$ cat src/rtl/uart_rx_param_if.sv
// Receive-side output bundle of uart_rx_param: frame strobe, received word,
// error flags and busy indication.
interface uart_rx_param_if #(
  parameter int DATA_BITS = 8
);
  logic                 o_rx_valid;
  logic [DATA_BITS-1:0] o_rx_data;
  logic                 o_parity_err;
  logic                 o_frame_err;
  logic                 o_break;
  logic                 o_busy;

  modport master (
    output o_rx_valid, o_rx_data, o_parity_err, o_frame_err, o_break, o_busy
  );

  modport slave (
    input o_rx_valid, o_rx_data, o_parity_err, o_frame_err, o_break, o_busy
  );
endinterface

$ cat src/rtl/uart_rx_param.sv
// Parametrised UART receiver: input synchroniser, 3-sample majority voting per bit,
// optional parity, 1 or 2 stop bits, parity/framing/break reporting.
module uart_rx_param #(
  parameter int CLKS_PER_BIT = 868,
  parameter int DATA_BITS    = 8,
  parameter int PARITY_MODE  = 0,
  parameter int STOP_BITS    = 1,
  parameter int SYNC_STAGES  = 2
) (
  input  logic            i_clk,
  input  logic            i_rst,
  input  logic            i_rx_serial,
  uart_rx_param_if.master rx_if
);
  localparam int CW   = $clog2(CLKS_PER_BIT);
  localparam int HALF = CLKS_PER_BIT / 2;
  localparam logic [CW-1:0] SMP0_C = CW'(HALF - 1);
  localparam logic [CW-1:0] SMP1_C = CW'(HALF);
  localparam logic [CW-1:0] SMP2_C = CW'(HALF + 1);
  localparam logic [CW-1:0] LAST_C = CW'(CLKS_PER_BIT - 1);

  typedef enum logic [2:0] {
    S_IDLE      = 3'd0,
    S_START     = 3'd1,
    S_DATA      = 3'd2,
    S_PARITY    = 3'd3,
    S_STOP      = 3'd4,
    S_WAIT_HIGH = 3'd5
  } state_t;

  state_t               state_r, state_s;
  logic [SYNC_STAGES-1:0] sync_r;
  logic                 rx_s;
  logic [CW-1:0]        cnt_r;
  logic [3:0]           bit_cnt_r;
  logic                 s0_r, s1_r;
  logic                 maj_s, decide_s, par_exp_s, last_data_s, last_stop_s, done_s;
  logic [DATA_BITS-1:0] shift_r;
  logic                 perr_pend_r, ferr_pend_r, zero_pend_r;
  logic                 valid_r, perr_r, ferr_r, brk_r, busy_r;
  logic [DATA_BITS-1:0] data_r;

  assign rx_s        = sync_r[SYNC_STAGES-1];
  assign decide_s    = (cnt_r == SMP2_C);
  assign maj_s       = (s0_r & s1_r) | (s0_r & rx_s) | (s1_r & rx_s);
  assign par_exp_s   = (PARITY_MODE == 1) ? ~^shift_r : ^shift_r;
  assign last_data_s = (bit_cnt_r == 4'(DATA_BITS - 1));
  assign last_stop_s = (bit_cnt_r == 4'(STOP_BITS - 1));

  assign rx_if.o_rx_valid   = valid_r;
  assign rx_if.o_rx_data    = data_r;
  assign rx_if.o_parity_err = perr_r;
  assign rx_if.o_frame_err  = ferr_r;
  assign rx_if.o_break      = brk_r;
  assign rx_if.o_busy       = busy_r;

  // State register.
  always_ff @(posedge i_clk) begin
    if (i_rst) begin
      state_r <= S_IDLE;
    end else begin
      state_r <= state_s;
    end
  end

  // Next-state decode; done_s marks the final stop-bit decision of a frame.
  always_comb begin
    state_s = state_r;
    done_s  = 1'b0;
    case (state_r)
      S_IDLE: begin
        if (!rx_s) state_s = S_START;
        else       state_s = S_IDLE;
      end
      S_START: begin
        if (decide_s && maj_s) state_s = S_IDLE;
        else if (decide_s)     state_s = S_DATA;
        else                   state_s = S_START;
      end
      S_DATA: begin
        if (decide_s && last_data_s) state_s = (PARITY_MODE != 0) ? S_PARITY : S_STOP;
        else                         state_s = S_DATA;
      end
      S_PARITY: begin
        if (decide_s) state_s = S_STOP;
        else          state_s = S_PARITY;
      end
      S_STOP: begin
        if (decide_s && last_stop_s) begin
          done_s  = 1'b1;
          // A low stop bit must see the line return high before the next start.
          state_s = (ferr_pend_r || !maj_s) ? S_WAIT_HIGH : S_IDLE;
        end else begin
          state_s = S_STOP;
        end
      end
      S_WAIT_HIGH: begin
        if (rx_s) state_s = S_IDLE;
        else      state_s = S_WAIT_HIGH;
      end
      default: state_s = S_IDLE;
    endcase
  end

  // Datapath: synchroniser, bit-period counter, vote samples, shift register, flags, outputs.
  always_ff @(posedge i_clk) begin
    if (i_rst) begin
      sync_r      <= '1;
      cnt_r       <= '0;
      bit_cnt_r   <= 4'd0;
      s0_r        <= 1'b1;
      s1_r        <= 1'b1;
      shift_r     <= '0;
      perr_pend_r <= 1'b0;
      ferr_pend_r <= 1'b0;
      zero_pend_r <= 1'b1;
      valid_r     <= 1'b0;
      data_r      <= '0;
      perr_r      <= 1'b0;
      ferr_r      <= 1'b0;
      brk_r       <= 1'b0;
      busy_r      <= 1'b0;
    end else begin
      sync_r  <= {sync_r[SYNC_STAGES-2:0], i_rx_serial};
      valid_r <= done_s;
      busy_r  <= (state_s != S_IDLE);
      // Counter starts at the start edge and wraps on bit boundaries from then on.
      if (state_r == S_IDLE || cnt_r == LAST_C) cnt_r <= '0;
      else                                      cnt_r <= cnt_r + CW'(1);
      if (cnt_r == SMP0_C) s0_r <= rx_s;
      if (cnt_r == SMP1_C) s1_r <= rx_s;
      case (state_r)
        S_IDLE: begin
          bit_cnt_r   <= 4'd0;
          perr_pend_r <= 1'b0;
          ferr_pend_r <= 1'b0;
          zero_pend_r <= 1'b1;
        end
        S_DATA: if (decide_s) begin
          shift_r     <= {maj_s, shift_r[DATA_BITS-1:1]};
          zero_pend_r <= zero_pend_r & ~maj_s;
          bit_cnt_r   <= last_data_s ? 4'd0 : bit_cnt_r + 4'd1;
        end
        S_PARITY: if (decide_s) begin
          perr_pend_r <= (maj_s != par_exp_s);
          zero_pend_r <= zero_pend_r & ~maj_s;
        end
        S_STOP: if (decide_s) begin
          ferr_pend_r <= ferr_pend_r | ~maj_s;
          zero_pend_r <= zero_pend_r & ~maj_s;
          bit_cnt_r   <= bit_cnt_r + 4'd1;
        end
        default: ;
      endcase
      if (done_s) begin
        data_r <= shift_r;
        perr_r <= perr_pend_r;
        ferr_r <= ferr_pend_r | ~maj_s;
        brk_r  <= zero_pend_r & ~maj_s;
      end
    end
  end
endmodule

$ cat src/flat_wrapper.sv
// flat-port wrapper written by rule: the top's interface ports become plain ports
module uart_rx_param_flat 
#(
  parameter int CLKS_PER_BIT = 868,
  parameter int DATA_BITS    = 8,
  parameter int PARITY_MODE  = 0,
  parameter int STOP_BITS    = 1,
  parameter int SYNC_STAGES  = 2
)
  (i_clk, i_rst, i_rx_serial, rx_if_o_rx_valid, rx_if_o_rx_data, rx_if_o_parity_err, rx_if_o_frame_err, rx_if_o_break, rx_if_o_busy);
  uart_rx_param_if #(.DATA_BITS(DATA_BITS)) rx_if_i ();
  input  logic i_clk;
  input  logic i_rst;
  input  logic i_rx_serial;
  output wire logic [$bits(rx_if_i.o_rx_valid)-1:0] rx_if_o_rx_valid;
  output wire logic [$bits(rx_if_i.o_rx_data)-1:0] rx_if_o_rx_data;
  output wire logic [$bits(rx_if_i.o_parity_err)-1:0] rx_if_o_parity_err;
  output wire logic [$bits(rx_if_i.o_frame_err)-1:0] rx_if_o_frame_err;
  output wire logic [$bits(rx_if_i.o_break)-1:0] rx_if_o_break;
  output wire logic [$bits(rx_if_i.o_busy)-1:0] rx_if_o_busy;
  assign rx_if_o_rx_valid = rx_if_i.o_rx_valid;
  assign rx_if_o_rx_data = rx_if_i.o_rx_data;
  assign rx_if_o_parity_err = rx_if_i.o_parity_err;
  assign rx_if_o_frame_err = rx_if_i.o_frame_err;
  assign rx_if_o_break = rx_if_i.o_break;
  assign rx_if_o_busy = rx_if_i.o_busy;
  uart_rx_param #(.CLKS_PER_BIT(CLKS_PER_BIT), .DATA_BITS(DATA_BITS), .PARITY_MODE(PARITY_MODE), .STOP_BITS(STOP_BITS), .SYNC_STAGES(SYNC_STAGES)) u_core (.i_clk(i_clk), .i_rst(i_rst), .i_rx_serial(i_rx_serial), .rx_if(rx_if_i));
endmodule
$ cat config.mk
export PLATFORM = sky130hd
export DESIGN_NAME = uart_rx_param_flat
export DESIGN_NICKNAME = d
export VERILOG_FILES = /design/src/rtl/uart_rx_param_if.sv /design/src/rtl/uart_rx_param.sv /design/src/flat_wrapper.sv
export SDC_FILE = /design/constraint.sdc
export NUM_CORES = 1
export LEC_CHECK = 0
export BUFFER_PORTS_ARGS = -buffer_cell sky130_fd_sc_hd__clkbuf_2
export CORE_MARGIN = 1.5
export CORE_UTILIZATION = 53
export CTS_CLUSTER_SIZE = 40
export DETAILED_ROUTE_END_ITERATION = 8
export GPL_ROUTABILITY_DRIVEN = 0
export GPL_TIMING_DRIVEN = 0
export PLACE_DENSITY = 0.77
export SYNTH_ARGS = -nofsm -noshare
export SYNTH_HDL_FRONTEND = slang
export SYNTH_SLANG_ARGS = --single-unit
$ cat constraint.sdc
create_clock -name i_clk -period 1.8 [get_ports i_clk]
set_clock_uncertainty 0.2 [all_clocks]
set_input_delay 0 -clock i_clk [delete_from_list [all_inputs] [get_ports i_clk]]
set_output_delay 0 -clock i_clk [all_outputs]
set_load 0.02 [all_outputs]
-- After elaboration in Yosys (flattened, before gate mapping)
Index checks and enable logic that the tools add are counted.
- eq/ne operators: 15
- add/subtract/negate cells: 2
- bitwise operators: 8
- reduce and logical (&&, ||, !) cells: 21
- multiplexer cells: 21
- operators by type and width (kind ; number):
    10-bit by 9-bit equality test with 1-bit output, second input constant ; 3
    3-bit 2-to-1 mux ; 6
    3-bit one-hot mux with 6 select lines ; 1
    4-bit 2-to-1 mux ; 3
    4-bit one-hot mux with 3 select lines ; 1
    10-bit by 1-bit adder with 10-bit output, second input constant ; 1
    10-bit equality test, second input constant ; 1
    2-bit by 1-bit != test with 1-bit output, second input constant ; 4
    2-bit AND reduction ; 4
    8-bit XOR reduction ; 1
    3-bit by 2-bit equality test with 1-bit output, second input constant ; 2
    3-bit equality test, second input constant ; 2
    1-bit 2-to-1 mux ; 6
    1-bit one-hot mux with 2 select lines ; 3
    2-bit nonzero test ; 3
    3-bit nonzero test ; 2
    4-bit by 1-bit adder with 4-bit output, second input constant ; 1
    1-bit bitwise AND ; 4
    4-bit by 3-bit equality test with 1-bit output, second input constant ; 1
    4-bit zero test ; 1
    3-bit by 1-bit equality test with 1-bit output, second input constant ; 1
    1-bit logical AND ; 3
    3-bit zero test ; 1
    1-bit OR ; 3
    8 further kinds ; 9
- register bits: 45
- output and inout bits: 13
- word-level logic and storage cells: 83

-- Logic depth before layout (Yosys ltp)
- depth in word-level cells: 9
- mapped depth: 7
- gate-level depth less buffers: 6

-- Worst setup path before layout
Ideal clock, no wire load.
- path type: reg2reg
- start: register u_core.cnt_r[0]
- end: register u_core.cnt_r[2]
- path buffers: 1
- arrival: 1.530 ns
- stages on the path, launching flop included: 6
- required time: 1.454 ns
- path slack: -0.076 ns
- path through: dfxtp_1 > ha_1 > buf_2 > nand3_1 > o41ai_2 > nor2_1
- longest elaborated chain between the ends: 3
- RTL lines (element ; RTL line ; source):
    start, declared ; uart_rx_param.sv:34 ; logic [CW-1:0] cnt_r;
    start signal, assigned ; uart_rx_param.sv:129 ; else cnt_r <= cnt_r + CW'(1);
    parallel branches: the longest is 3 deep, another holds 10-bit by 1-bit adder with 10-bit output ; -- ;
Parallel ways; which one is timed is not known.
A chain may end at the register's enable or synchronous reset.

-- Worst setup path after layout
- start: register u_core.cnt_r[3]
- end: register u_core.shift_r[3]
- longest elaborated chain between the ends: 2
- RTL lines (element ; RTL line ; source):
    10-bit by 9-bit equality test with 1-bit output ; uart_rx_param.sv:44 ; assign decide_s = (cnt_r == SMP2_C);
    2-bit AND reduction (no line) ; -- ;
    end signal, assigned ; uart_rx_param.sv:140 ; shift_r <= {maj_s, shift_r[DATA_BITS-1:1]};
    end, declared ; uart_rx_param.sv:38 ; logic [DATA_BITS-1:0] shift_r;
Every way passes these cells.

==> qor_table.md <==
| Quantity | This run |
|:---|:---|
| Run status | finished, violations left |
| Violated checks | negative setup slack |
| Total routed wire length on the met1 layer | 2.053 mm |
| TritonCTS clock tree | built |
| Setup repair after global routing missed its margin | true |
| Time the worst path needs with I/O delays and setup | 1.815 ns |
| Initial Utilization | 56.00% |
| Count of endpoints failing hold in the final timing report | 0 |
| Pin slew with the least headroom to its limit | 0.5520 ns |
| Avg Inst Size Synth | 9.476 µm² |
| P&R area growth vs syn | 19.99% |
| CTS Buffer Depth | 2 |
| Area fraction of the dominant cell type after synthesis | 43.61% |
| First-iteration detailed-routing DRC count | 71 |
| Final-layout setup total negative slack | -0.08978 ns |
| Total number of vias | 1604 |
| Leakage power figure | 0.9370 nW |
| Capturing element type of the critical path | register |
| Period Utilization, post-route | 100.8% |
| Antenna violations before repair | 0 |
| Post-placement worst setup slack | -0.2641 ns |
| Worst-case register-to-register setup slack | -0.01 ns |
| Synthesized instance count | 218 |
| Critical Path AT | 1.81 ns |
| Library cell with the largest summed area after synthesis | sky130_fd_sc_hd__dfxtp_1 |
| Synth async-reset ratio | 0% |
| Met3 layer wire length in the routed design | 113 µm |
| TritonCTS Buffers | 5 |
| Maximum fanout along the worst path | 8 |
| Relative slew margins | 62.72% |
| Type of the most critical hold path | reg2reg |
| Num Clock Sinks | 45 |
| Number of buffers added on ports | 15 |
| Final worst setup slack | -0.01453 ns |
| Setup CP Type | reg2reg |
| Average routed wire per standard cell | 13.47 µm |
| Part of the Yosys area used for sequential elements | 43.61% |
| Clock slew seen by the registers of the worst setup and hold paths | 0.09 ns |
| Number of cell rows | 22 |
| Most used cells in the layout excluding fill and tap cells | 39 x sky130_fd_sc_hd__nor2_1, 36 x sky130_fd_sc_hd__dfxtp_1, 17 x sky130_fd_sc_hd__clkbuf_2, 17 x sky130_fd_sc_hd__mux2i_1, 14 x sky130_fd_sc_hd__xnor2_1 |
| Combined area of all synthesized cells | 0.002066 mm² |
| Most common cell after layout, fill and taps aside | sky130_fd_sc_hd__nor2_1 |
| Drt via density | 5.347 |
| Die width | 65.43 µm |
| Latest clock arrival within the worst-skew pair | 0.31 ns |
| Vert. Die Dim | 65.43 µm |
| Most used flip-flop cell after synthesis | sky130_fd_sc_hd__dfxtp_1 |
| Depth of the CTS H-tree | 2 |
| Detail Placement HPWL | 2.664 mm |
| Syn Nets | 226 |
| Worst EP required | 1.79 ns |
| Number of synthesized register bits | 45 |
| Element type at the critical path start | register |
| Fill cell total of the finished layout | 302 |
| Final net count | 259 |
| Ranking of synthesized cells by area | sky130_fd_sc_hd__dfxtp_1 44%, sky130_fd_sc_hd__mux2i_1 8.2%, sky130_fd_sc_hd__nor2_1 7.3% |
| Cells traversed along the worst timing path | and4bb_4, nand3_4, or3_4, mux2i_1, nor2_1 |
| ANT cells | 0 |
| Worst hold slack across all endpoints | 0.2185 ns |
| Clock root buffer | sky130_fd_sc_hd__clkbuf_8 |
| Yosys Warn Count | 0 |
| Number of iterations in the first detailed-routing pass | 4 |
| Total setup violations reported at the end of the flow | 13 |
| Slowest CP cell | sky130_fd_sc_hd__or3_4 |
| Placeable core region | 0.003689 mm² |
| VDD IR max | 0.5571 mV |
| Total Routing Usage GR | 20.48% |
| Number of global-route vias before repair | 1453 |
| DIE AREA | 0.004281 mm² |
| Launch point of the worst reg-to-reg path | u_core.cnt_r[3] |
| Power per unit of standard cell area | 693.8 mW/mm² |
| CP Launch Point | u_core.cnt_r[3] |
| Maximum number of pins on one net before global-route repair | 15 |
| First-pass GRT wire length | 6.748 mm |
| Highest metal used | met4 |
| Last element of the critical path | u_core.shift_r[3] |
| Share of layout cells above drive strength 1 | 27.38% |
| Number of max-cap violations | 0 |
| DRC violation count after routing | 0 |
| Critical register-to-register path endpoint | u_core.shift_r[3] |
| Number of ports placed on the die boundary | 16 |
| Post-synth EDFFs | 0 |
| Reg2reg path depth | 5 |
| Utilization of the core after routing | 67.20% |
| Total chip power | 1.720 mW |
| Remaining global-route overflow | 0 |
| Post-route ant nets | 0 |
| DR WL met2 | 1.821 mm |
| Sum of routed wire length over all layers | 4.042 mm |
| Cell variety after synth | 48 |
| F_max | 551.1 MHz |
| Fin. max-slew vios | 0 |
| Delay of the slowest critical-path stage | 0.44 ns |
## registers in the layout, indices dropped and copies added (netlist names)
signal,flops
u_core.s0_r,1
u_core.rx_if.o_busy,1
u_core.s1_r,1
u_core.rx_if.o_rx_data,8
u_core.rx_if.o_rx_valid,1
u_core.state_r,3
u_core.rx_if.o_break,1
u_core.rx_if.o_frame_err,1
u_core.rx_if.o_parity_err,1
u_core.ferr_pend_r,1
u_core.shift_r,8
u_core.zero_pend_r,1
u_core.bit_cnt_r,4
u_core.sync_r,2
u_core.cnt_r,10
u_core.perr_pend_r,1
## synthesized netlist by cell type (all sizes together), types with 4 or more instances
library cell / count
buf: 4
nand3: 11
clkbuf: 6
inv: 6
nor3: 4
a21oi: 5
nand2: 12
xor2: 5
nor2: 40
ha: 5
xnor2: 14
dfxtp: 45
mux2i: 17
## per-layer routing
layer	vias up	GRT usage [%]
met2	20	30.74
met3	6	5.651
met5	-	0
li1	829	-
met4	0	6.250
met1	749	28.65
## worst max-delay path, delay by kind of cell (launching register included)
kind,cells,cell delay [ns]
DFF,1,0.36
muxes,1,0.18
and+or+nand+nor,4,0.97
## per-stage QoR
step,cells,cell area (µm²)
after detailed placement,281,2223
after CTS,298,2416
final,300,2479
after global routing,300,2479
after floorplan,218,2088
after global placement,281,2223
## power breakdown
group	internal (mW)	switching, mW	total (mW)
Combinational	0.0242	0.0346	0.0588
Sequential	0.993	0.00956	1.00
Clock	0.311	0.347	0.659
## layout make-up
| type | instances | area [µm²] | share of cell area, % |
|---|---|---|---|
| Buffer | 7 | 45.04 | 1.817 |
| Clock buffer | 6 | 82.58 | 3.332 |
| Clock inverter | 2 | 13.76 | 0.5553 |
| Inverter | 6 | 22.52 | 0.9086 |
| Multi-Input combinational cell | 157 | 1139 | 45.94 |
| Sequential cell | 45 | 927.1 | 37.41 |
| Tap cell | 48 | 60.06 | 2.423 |
| Timing Repair Buffer | 29 | 188.9 | 7.622 |
## cells by family after synthesis
logic type	after synthesis	share of synthesized area, %
flops	45	43.61
simple gates	89	22.59
compound gates	26	10.18
mux	17	8.237
buf+inv	16	3.816
fa+ha+maj	6	3.513
xor+xnor	19	8.056
## how the worst min path moves through the flow
stage	depth (start not counted)	to	from	slack [ns]
after floorplan	1	u_core.sync_r[0]	i_rx_serial	-0.1
after global placement	2	u_core.sync_r[0]	i_rx_serial	-0.005
after detailed placement	2	u_core.sync_r[0]	i_rx_serial	-0.009
after CTS	1	u_core.sync_r[1]	u_core.sync_r[0]	0.23
after global routing	3	u_core.sync_r[0]	i_rx_serial	0.24
final	1	u_core.sync_r[1]	u_core.sync_r[0]	0.22
## what timing repair did
action | CTS | global route
endpoints found under the setup margin | 34 | 37
setup buffers | 8 | 3
endpoints found under the hold margin | 4 | 0
hold buffers | 2 | 0
resized for setup | 11 | 18
pin swaps | 5 | 7
gates cloned | 1 | 0
No activity file was read; power rests on OpenSTA's default activity.
